### config.mk
export PLATFORM = sky130hd
export DESIGN_NAME = fetch_stage
export DESIGN_NICKNAME = d
export VERILOG_FILES = /design/src/rtl/fetch_stage_pkg.sv /design/src/rtl/fetch_stage_if_id_reg.sv /design/src/rtl/fetch_stage.sv
export SDC_FILE = /design/constraint.sdc
export NUM_CORES = 1
export LEC_CHECK = 0
export ABC_AREA = 1
export BUFFER_PORTS_ARGS = -buffer_cell sky130_fd_sc_hd__buf_2
export CAP_MARGIN = 25
export CORE_AREA = 2 2 105 107
export CTS_BUF_LIST = sky130_fd_sc_hd__clkbuf_8
export CTS_CLUSTER_SIZE = 20
export DETAILED_ROUTE_END_ITERATION = 6
export DIE_AREA = 0 0 107 109
export GPL_TIMING_DRIVEN = 0
export PLACE_DENSITY = 0.84
export REMOVE_ABC_BUFFERS = 1
export SYNTH_ARGS = -nofsm -noshare
export SYNTH_HDL_FRONTEND = slang
export SYNTH_SLANG_ARGS = --single-unit
### constraint.sdc
create_clock -name clk -period 2.9 [get_ports clk]
set_clock_uncertainty 0.2 [all_clocks]
set_input_delay 0.725 -clock clk [delete_from_list [all_inputs] [get_ports clk]]
set_output_delay 0.725 -clock clk [all_outputs]
set_load 0.05 [all_outputs]
### src/rtl/fetch_stage_pkg.sv
// Shared definitions for the IF stage: halt marker, bubble word and FSM states.
package fetch_stage_pkg;

  // Opcode of the instruction memory fill word; fetching it stops the core.
  localparam logic [5:0]  OP_HALT   = 6'b111111;

  // sll $0,$0,0 -- the bubble instruction placed into IF/ID.
  localparam logic [31:0] NOP_INSTR = 32'h0000_0000;

  typedef enum logic {
    ST_RUN  = 1'b0,
    ST_HALT = 1'b1
  } fetch_state_e;

endpackage

### src/rtl/fetch_stage_if_id_reg.sv
// IF/ID pipeline register: holds instruction, its PC+4 and a valid flag.
// Priority is reset, then bubble insertion, then hold.
import fetch_stage_pkg::*;

module if_id_reg (
  input  logic        clk,
  input  logic        rst,
  input  logic        hold,
  input  logic        bubble,
  input  logic [31:0] d_instr,
  input  logic [31:0] d_pc4,
  output logic [31:0] q_instr,
  output logic [31:0] q_pc4,
  output logic        q_valid
);

  // Load a new instruction, insert a bubble, or keep the current contents.
  always_ff @(posedge clk) begin
    if (rst) begin
      q_instr <= NOP_INSTR;
      q_pc4   <= 32'h0;
      q_valid <= 1'b0;
    end else if (bubble) begin
      q_instr <= NOP_INSTR;
      q_pc4   <= 32'h0;
      q_valid <= 1'b0;
    end else if (!hold) begin
      q_instr <= d_instr;
      q_pc4   <= d_pc4;
      q_valid <= 1'b1;
    end
  end

endmodule

### src/rtl/fetch_stage.sv
// IF stage: owns the PC, applies redirect/flush/stall, detects the halt
// marker or an out-of-range PC, and feeds the IF/ID register.
import fetch_stage_pkg::*;

module fetch_stage #(
  parameter logic [31:0] RESET_PC   = 32'h0000_0000,
  parameter int unsigned IMEM_WORDS = 128
) (
  input  logic        clk,
  input  logic        rst,
  output logic [31:0] pc,
  input  logic [31:0] instr,
  input  logic        stall,
  input  logic        flush,
  input  logic        redirect_en,
  input  logic [31:0] redirect_pc,
  output logic [31:0] ifid_instr,
  output logic [31:0] ifid_pc4,
  output logic        ifid_valid,
  output logic        halted
);

  localparam logic [31:0] PC_LIMIT = 32'(IMEM_WORDS * 4);

  fetch_state_e state, state_next;
  logic [31:0]  pc_next;
  logic [31:0]  pc_plus4;
  logic         halt_hit;
  logic         ifid_hold;
  logic         ifid_bubble;

  assign pc_plus4 = pc + 32'd4;
  assign halt_hit = (instr[31:26] == OP_HALT) || (pc >= PC_LIMIT);
  assign halted   = (state == ST_HALT);

  // PC and FSM state registers; reset wins over everything, even in HALT.
  always_ff @(posedge clk) begin
    if (rst) begin
      pc    <= RESET_PC;
      state <= ST_RUN;
    end else begin
      pc    <= pc_next;
      state <= state_next;
    end
  end

  // Next-PC priority mux and halt FSM: redirect > flush > stall > halt > fetch.
  always_comb begin
    pc_next     = pc;
    state_next  = state;
    ifid_hold   = 1'b0;
    ifid_bubble = 1'b0;
    unique case (state)
      ST_RUN: begin
        if (redirect_en) begin
          pc_next     = {redirect_pc[31:2], 2'b00};
          ifid_bubble = 1'b1;
        end else if (flush) begin
          pc_next     = pc_plus4;
          ifid_bubble = 1'b1;
        end else if (stall) begin
          ifid_hold   = 1'b1;
        end else if (halt_hit) begin
          ifid_bubble = 1'b1;
          state_next  = ST_HALT;
        end else begin
          pc_next     = pc_plus4;
        end
      end
      ST_HALT: begin
        if (stall) ifid_hold = 1'b1;
        else       ifid_bubble = 1'b1;
      end
      default: begin
        state_next = ST_RUN;
      end
    endcase
  end

  if_id_reg u_if_id_reg (
    .clk     (clk),
    .rst     (rst),
    .hold    (ifid_hold),
    .bubble  (ifid_bubble),
    .d_instr (instr),
    .d_pc4   (pc_plus4),
    .q_instr (ifid_instr),
    .q_pc4   (ifid_pc4),
    .q_valid (ifid_valid)
  );

endmodule

==> flow_summary.json, run 1 <==
{
  "synth.cell_area_um2": 5200,
  "grt_max_degree": 76,
  "clockBufferDepth": 2,
  "fin_ws_ns": 0.369,
  "multi_input_area_um2": 2750,
  "cts_setup_buffers": 0,
  "crit_required_ns": 2.98,
  "ios": 167,
  "placed_cell_area_um2": 5960,
  "die_y_um": 109,
  "dieArea_um2": 11700,
  "via_per_inst": 4.67,
  "nets": 1065,
  "vias": 5318,
  "finalHoldViolations": 0,
  "routed_wirelength_mm": 13.8,
  "arrival_ns": 2.62,
  "yosysSeqAreaShare": 0.362,
  "avgSynthCellArea_um2": 6.07,
  "finalSetupViolCount": 0,
  "start_kind": "input pin",
  "clock_latency_ns": 0.37,
  "status": "complete, no violations",
  "endpoint_kind": "flip-flop",
  "dp_slack_ns": -0.854,
  "powerDensity_nw_per_um2": 498,
  "synth_warnings": 0,
  "p_leak_nw": 3.31,
  "ir_drop_mv": 0.279,
  "antenna_left": 0,
  "die_w_um": 107,
  "cts_hold_buf": 0,
  "rsz0062_at_grt": "false",
  "route.detailed.drc": 0,
  "fin_setup_tns_ns": 0,
  "antenna-diode-count": 0,
  "cts_buffers": 9,
  "root_buffer": "clkbuf_8",
  "antenna_found_initial": 0,
  "area_growth_pct": 18.8,
  "maxCapViolCount": 0,
  "hold_class": "flip-flop to flip-flop",
  "cts.clk_slew.worst_paths_ns": 0.08,
  "cts_tree": "yes",
  "stdcell_area_um2": 6180,
  "cts.sink_count": 94,
  "nFillCells": 1103,
  "regArea_um2": 1880,
  "routabilityCongestion": 0.977,
  "utilization": 0.583,
  "synth.ff_latch_count": 94,
  "grt_pass1_vias": 4674,
  "worstPathMaxFanout": 75,
  "syn_inst": 856,
  "path_class": "input pin to flip-flop",
  "drive_gt1_frac": 0.197,
  "grt_overflow_total": 0,
  "start_util": 0.490,
  "grt_pass1_wl_mm": 22.0,
  "grt_use_total": 0.239,
  "finalCritPeriodShare": 0.873,
  "slew_headroom": 0.544,
  "dp_cells": 1123,
  "drtPass1Iterations": 4,
  "instances_no_fill": 1139,
  "hpwl_mm": 10.0,
  "core-area_um2": 10600,
  "htreeDepth": 3,
  "synth_cell_types": 27,
  "finalCriticalPeriod_ns": 2.53,
  "max_slew.worst_pin.slew_ns": 0.683,
  "timing.hold.ws_ns": 0.292,
  "rows": 38,
  "max_freq_mhz": 395,
  "p_total_mw": 3.08,
  "finalMaxSlewViolations": 0,
  "wl_per_cell_um": 12.1,
  "port_buffers": 160,
  "drtIter0Drc": 279
}
-- power by group --
part	total, mW	internal [mW]	switching (mW)	leakage [nW]
logic	0.770	0.217	0.554	2.43
clock network	0.887	0.438	0.448	0.108
registers	1.42	1.35	0.0704	0.766
-- path summary, 6_finish.rpt --
check / start / end / slack (ns) / cells after the start
max: redirect_en / u_if_id_reg.q_instr[5]$_SDFFE_PP0N_ / 0.37 / 9
min: u_if_id_reg.q_valid$_SDFFE_PP0N_ / u_if_id_reg.q_valid$_SDFFE_PP0N_ / 0.29 / 2
max reg2reg: pc[18]$_SDFFE_PP0P_ / pc[7]$_SDFFE_PP0P_ / 0.55 / 11
min reg2reg: u_if_id_reg.q_valid$_SDFFE_PP0N_ / u_if_id_reg.q_valid$_SDFFE_PP0N_ / 0.29 / 2
-- layer usage --
layer  vias up  GRT usage  wire (um)
li1       2855          -          -
met1      2270      0.293       6240
met2       169      0.410       6320
met3        24     0.0490        932
met4         0     0.0946        286
met5         -          0          0
-- cell usage in the layout, fill, tap and decap left out, drive strengths merged --
| cell type | synthesis | routed |
|---|---|---|
| ha | 2 | 2 |
| a21oi | 24 | 24 |
| nand3b | 1 | 1 |
| clkinvlp | 0 | 1 |
| nor2 | 183 | 183 |
| conb | 1 | 4 |
| nand2 | 345 | 345 |
| inv | 87 | 89 |
| clkinv | 2 | 3 |
| nand4 | 15 | 15 |
| xor2 | 8 | 8 |
| mux2i | 14 | 14 |
| bufinv | 0 | 1 |
| nand3 | 22 | 22 |
| buf | 27 | 161 |
| clkbuf | 10 | 11 |
| o21ai | 21 | 21 |
| dfxtp | 94 | 94 |
-- cell usage after synthesis, drive strengths merged --
cell | count | area share
clkinv | 2 | 0.0014
clkbuf | 10 | 0.0072
conb | 1 | 0.00072
nand3b | 1 | 0.0014
a21oi | 24 | 0.023
inv | 87 | 0.063
nand3 | 22 | 0.026
xor2 | 8 | 0.013
nand2 | 345 | 0.25
mux2i | 14 | 0.027
ha | 2 | 0.0048
o21ai | 21 | 0.020
dfxtp | 94 | 0.36
nor2 | 183 | 0.14
buf | 27 | 0.043
nand4 | 15 | 0.018
-- logic make-up after synthesis --
kind of cell    Yosys count  share of synthesized area
simple gates            566                      0.435
buf+inv                 126                      0.114
flops                    94                      0.362
compound gates           45                     0.0433
mux                      14                     0.0269
xor+xnor                  8                     0.0135
fa+ha+maj                 2                    0.00481
other cells               1                   0.000721
-- worst max-delay path, stage by stage --
cell and delay [ns]:
buf_4 0.43, nor2_4 0.12, nand2_4 0.24, nand2_8 0.36
inv_6 0.37, nand2_1 0.09, nand2_1 0.07, inv_1 0.05
nor2_1 0.09
-- sequential cells by signal, indices dropped and copies added, names as in the netlist --
| register | flops |
|---|---|
| u_if_id_reg.q_pc4 | 30 |
| pc | 30 |
| halted | 1 |
| u_if_id_reg.q_instr | 32 |
| u_if_id_reg.q_valid | 1 |
-- final cells by class --
class | instances | area share
multi-input combinational | 639 | 0.445
sequential | 94 | 0.305
timing repair buffer | 161 | 0.134
inverter | 89 | 0.0549
tap | 140 | 0.0284
clock buffer | 11 | 0.0245
clock inverter | 5 | 0.00810
-- what timing repair did --
action                                 4_1_cts  5_1_grt
setup endpoints to repair                   38       37
endpoints found under the hold margin        0        0
gates resized for setup                      2        2
(Power assumes the default switching activity.)
==> inputs of run 2 (changes only) <==
- RECOVER_POWER: default -> 50
==> flow_summary.json, run 2 (synthesis results as in run 1) <==
{
  "cts.clk_slew.worst_paths_ns": 0.08,
  "powerDensity_nw_per_um2": 506,
  "max_slew.worst_pin.slew_ns": 0.686,
  "crit_chain": "buf_4, nor2_4, nand2_4, nand2_8, inv_6, nand2_1, nand2_1, inv_1, nor2_1",
  "crit_slowest_cell": "buf_4",
  "reg_top3": "u_if_id_reg.q_instr: 32 flops, pc: 30 flops, u_if_id_reg.q_pc4: 30 flops",
  "drtIter0Drc": 275,
  "arrival_ns": 2.63,
  "start_kind": "input pin",
  "worstPathMaxFanout": 75,
  "rrSetupSlack_ns": 0.56,
  "finalSetupViolCount": 0,
  "cts_hold_buf": 0,
  "r2r_end": "pc[7]$_SDFFE_PP0P_",
  "crit_top_cell": "nand2_1",
  "reg2reg_from": "pc[18]$_SDFFE_PP0P_",
  "finalMaxSlewViolations": 0,
  "hp-start": "u_if_id_reg.q_valid$_SDFFE_PP0N_",
  "wl_per_cell_um": 12.2,
  "crit_required_ns": 2.99,
  "die_y_um": 109,
  "hpwl_mm": 10.0,
  "slowest_delay_ns": 0.44,
  "slew_headroom": 0.542,
  "finalCritPeriodShare": 0.879,
  "status": "complete, no violations",
  "maxCapViolCount": 0,
  "area_growth_pct": 16.6,
  "dieArea_um2": 11700,
  "clockBufferDepth": 2,
  "root_buffer": "clkbuf_8",
  "hold_class": "flip-flop to flip-flop",
  "hold_depth": 2,
  "via_per_inst": 4.67,
  "die_w_um": 107,
  "timing.hold.ws_ns": 0.293,
  "rows": 38,
  "top_register": "u_if_id_reg.q_instr",
  "hold_end": "u_if_id_reg.q_valid$_SDFFE_PP0N_",
  "instances_no_fill": 1139,
  "rsz0062_at_grt": "false",
  "setup.worst_path.start": "redirect_en",
  "grt_pass1_wl_mm": 22.0,
  "grt_max_degree": 76,
  "port_buffers": 160,
  "ir_drop_mv": 0.279,
  "grt_overflow_total": 0,
  "core-area_um2": 10600,
  "cts.sink_count": 94,
  "routabilityCongestion": 0.977,
  "largest_reg_flops": 32,
  "antenna_found_initial": 0,
  "p_leak_nw": 2.92,
  "max_freq_mhz": 392,
  "cts_setup_buffers": 0,
  "endpoint_kind": "flip-flop",
  "routed_wirelength_mm": 13.9,
  "clock_latency_ns": 0.37,
  "most-common-layout-cells": "340 x nand2_1, 178 x nor2_1, 94 x dfxtp_1",
  "ios": 167,
  "grt_use_total": 0.239,
  "finalHoldViolations": 0,
  "cts_tree": "yes",
  "antenna-diode-count": 0,
  "grt_pass1_vias": 4674,
  "vias": 5317,
  "route.detailed.drc": 0,
  "drtPass1Iterations": 5,
  "htreeDepth": 3,
  "nets": 1065,
  "antenna_left": 0,
  "worstRegToRegCells": 11,
  "start_util": 0.490,
  "cts_buffers": 9,
  "path_class": "input pin to flip-flop",
  "drive_gt1_frac": 0.104,
  "dp_cells": 1123,
  "final_common_cell": "nand2_1",
  "finalCriticalPeriod_ns": 2.55
}
==> run 2: worst max path at each step <==
| stage | cells after the start | endpoint | slack (ns) |
|---|---|---|---|
| floorplan | 8 | u_if_id_reg.q_pc4[14]$_SDFFE_PP0N_ | 0.01 |
| global placement | 9 | u_if_id_reg.q_instr[21]$_SDFFE_PP0N_ | -1.48 |
| detailed placement | 9 | u_if_id_reg.q_instr[21]$_SDFFE_PP0N_ | -0.85 |
| CTS | 9 | u_if_id_reg.q_instr[5]$_SDFFE_PP0N_ | 0.03 |
| global route | 9 | u_if_id_reg.q_instr[22]$_SDFFE_PP0N_ | 0.17 |
| finish | 9 | u_if_id_reg.q_instr[5]$_SDFFE_PP0N_ | 0.35 |
==> run 2: worst max-delay path, delay by kind of cell <==
family                 cells  cell delay, ns
AND/OR/NAND/NOR            6            0.96
buffers and inverters      3            0.86
==> run 2: power breakdown <==
| part | switching (mW) | internal, mW |
|---|---|---|
| registers | 0.0722 | 1.35 |
| clock network | 0.450 | 0.438 |
| logic | 0.554 | 0.200 |
==> run 2: area by class of cell <==
| cell class | count | area (um^2) |
|---|---|---|
| inverters | 89 | 339 |
| clock buffers | 11 | 151 |
| flip-flops and latches | 94 | 1880 |
| repair buffers | 161 | 714 |
| multi-input cells | 639 | 2750 |
| fillers | 1147 | 4540 |
| clock inverters | 5 | 50.0 |
| well taps | 140 | 175 |
==> run 2: timing repair <==
| item | CTS | global route |
|---|---|---|
| gates resized for setup | 2 | 2 |
| setup endpoints to repair | 38 | 37 |
| pin swaps | 0 | 0 |
==> run 2: metrics by stage <==
step | instance area [um^2] | setup slack (ns) | util | total power [mW] | setup TNS, ns
after CTS | 6170 | 0.0254 | 0.582 | 3.10 | 0
final | 6060 | 0.351 | 0.572 | 3.07 | 0
after global routing | 6060 | 0.172 | 0.572 | 3.23 | 0
after global placement | 5930 | -1.48 | 0.559 | 2.21 | -71.23
after floorplan | 4950 | 0.0145 | - | 2.00 | 0
after detailed placement | 5960 | -0.854 | 0.562 | 2.22 | -36.49
==> run 2: routing by layer <==
metal,vias up,track usage,wire (um)
li1,2854,-,-
met3,24,0.0490,948
met5,-,0,0
met2,169,0.410,6330
met1,2270,0.293,6310
met4,0,0.0946,273
==> inputs of run 3 (changes only) <==
- PLACE_DENSITY: 0.84 -> 0.78
==> flow_summary.json, run 3 (synthesis results as in run 1) <==
{
  "status": "complete, no violations",
  "hpwl_mm": 10.2,
  "clock_latency_ns": 0.37,
  "crit_slowest_cell": "buf_4",
  "dp_cells": 1123,
  "finalHoldViolations": 0,
  "multi_input_area_um2": 2750,
  "most-common-layout-cells": "340 x nand2_1, 178 x nor2_1, 94 x dfxtp_1, 94 x clkbuf_1, 78 x inv_1",
  "wl_per_cell_um": 12.3,
  "die_y_um": 109,
  "path_class": "input pin to flip-flop",
  "antenna_left": 0,
  "nets": 1065,
  "rsz0062_at_grt": "false",
  "core-area_um2": 10600,
  "die_w_um": 107,
  "routabilityCongestion": 0.963,
  "root_buffer": "clkbuf_8",
  "top_register": "u_if_id_reg.q_instr",
  "route.detailed.drc": 0,
  "placed_cell_area_um2": 5950,
  "cts_tree": "yes",
  "p_leak_nw": 2.92,
  "nFillCells": 1150,
  "area_growth_pct": 16.5,
  "stdcell_area_um2": 6060,
  "finalCriticalPeriod_ns": 2.55,
  "clockBufferDepth": 2,
  "maxCapViolCount": 0,
  "cts_hold_buf": 0,
  "max_freq_mhz": 392,
  "htreeDepth": 3,
  "start_kind": "input pin",
  "reg2reg_from": "pc[19]$_SDFFE_PP0P_",
  "hold_class": "flip-flop to flip-flop",
  "instances_no_fill": 1138,
  "regArea_um2": 1880,
  "slew_headroom": 0.447,
  "crit_required_ns": 3.00,
  "antenna_found_initial": 0,
  "largest_reg_flops": 32,
  "cts.sink_count": 94,
  "powerDensity_nw_per_um2": 521,
  "via_per_inst": 4.66,
  "start_util": 0.490,
  "crit_top_cell": "nand2_1",
  "grt_pass1_vias": 4800,
  "max_slew.worst_pin.slew_ns": 0.830,
  "antenna-diode-count": 0,
  "endpoint_kind": "flip-flop",
  "routed_wirelength_mm": 14.0,
  "finalSetupViolCount": 0,
  "cts_buffers": 9,
  "ios": 167,
  "ir_drop_mv": 0.301,
  "setup.worst_path.start": "redirect_en",
  "rows": 38,
  "grt_pass1_wl_mm": 22.3,
  "arrival_ns": 2.65,
  "crit_chain": "buf_4, nor2_4, nand2_4, nand2_8, inv_6, nand2_1, nand2_1, inv_1, nor2_1",
  "drtPass1Iterations": 4,
  "vias": 5302,
  "drtIter0Drc": 269,
  "drive_gt1_frac": 0.104,
  "port_buffers": 160,
  "dieArea_um2": 11700,
  "finalCritPeriodShare": 0.879,
  "grt_overflow_total": 0,
  "slowest_delay_ns": 0.44,
  "grt_use_total": 0.241,
  "hp-start": "u_if_id_reg.q_valid$_SDFFE_PP0N_",
  "grt_max_degree": 76,
  "final_common_cell": "nand2_1",
  "finalMaxSlewViolations": 0,
  "cp_top_family": "simple AND/OR/NAND/NOR gates",
  "cts.clk_slew.worst_paths_ns": 0.10,
  "reg_top3": "u_if_id_reg.q_instr: 32 flops, pc: 30 flops, u_if_id_reg.q_pc4: 30 flops",
  "path_buf_inv": 3,
  "worstPathMaxFanout": 75
}
==> run 3: cell types whose count changed in the layout (fill, tap and decap cells not counted), sizes merged <==
cell	change
bufinv	+1
clkinv	+1
inv	-1
buf	-1
clkinvlp	-1
==> run 3: timing repair <==
action	4_1_cts	5_1_grt
setup buffers	0	0
gates resized for setup	2	2
setup endpoints to repair	37	37
==> run 3: through the flow <==
step	setup slack (ns)	power, mW	utilization	hold WS [ns]	setup TNS [ns]
floorplan	0.0145	2.00	-	0.510	0
finish	0.350	3.15	0.571	0.292	0
global placement	-1.55	2.21	0.559	0.259	-73.21
global route	0.159	3.31	0.571	0.335	0
detailed placement	-0.881	2.22	0.561	0.269	-36.50
CTS	0.00344	3.19	0.582	0.290	0
==> run 3: final timing paths <==
| path | endpoint | slack (ns) | cells past startpoint |
|---|---|---|---|
| setup / recovery | u_if_id_reg.q_instr[19]$_SDFFE_PP0N_ | 0.35 | 9 |
| hold / removal | u_if_id_reg.q_valid$_SDFFE_PP0N_ | 0.29 | 2 |
| setup reg to reg | pc[15]$_SDFFE_PP0P_ | 0.60 | 11 |
| hold reg to reg | u_if_id_reg.q_valid$_SDFFE_PP0N_ | 0.29 | 2 |
==> run 3: power breakdown <==
| group | total, mW | internal [mW] | switching [mW] |
|---|---|---|---|
| combinational | 0.749 | 0.197 | 0.553 |
| clock | 0.983 | 0.508 | 0.475 |
| sequential | 1.42 | 1.35 | 0.0707 |
| total | 3.15 | 2.06 | 1.10 |
==> run 3: cell type report <==
type                    instances  share of cell area
clock buffers                  10              0.0227
clock inverters                 5              0.0136
inverters                      89              0.0560
multi-input cells             639               0.454
flip-flops and latches         94               0.311
well taps                     140              0.0289
repair buffers                161               0.114
==> run 3: metal layers <==
metal	global-route usage	routed length, um
met1	0.289	6250
met2	0.422	6430
met3	0.0586	1090
met4	0.0844	228
met5	0	0
==> run 3: worst min-delay path, stage by stage (launching register included) <==
cell	delay [ns]
dfxtp_1	0.32
nor2_1	0.09
nor2_1	0.05
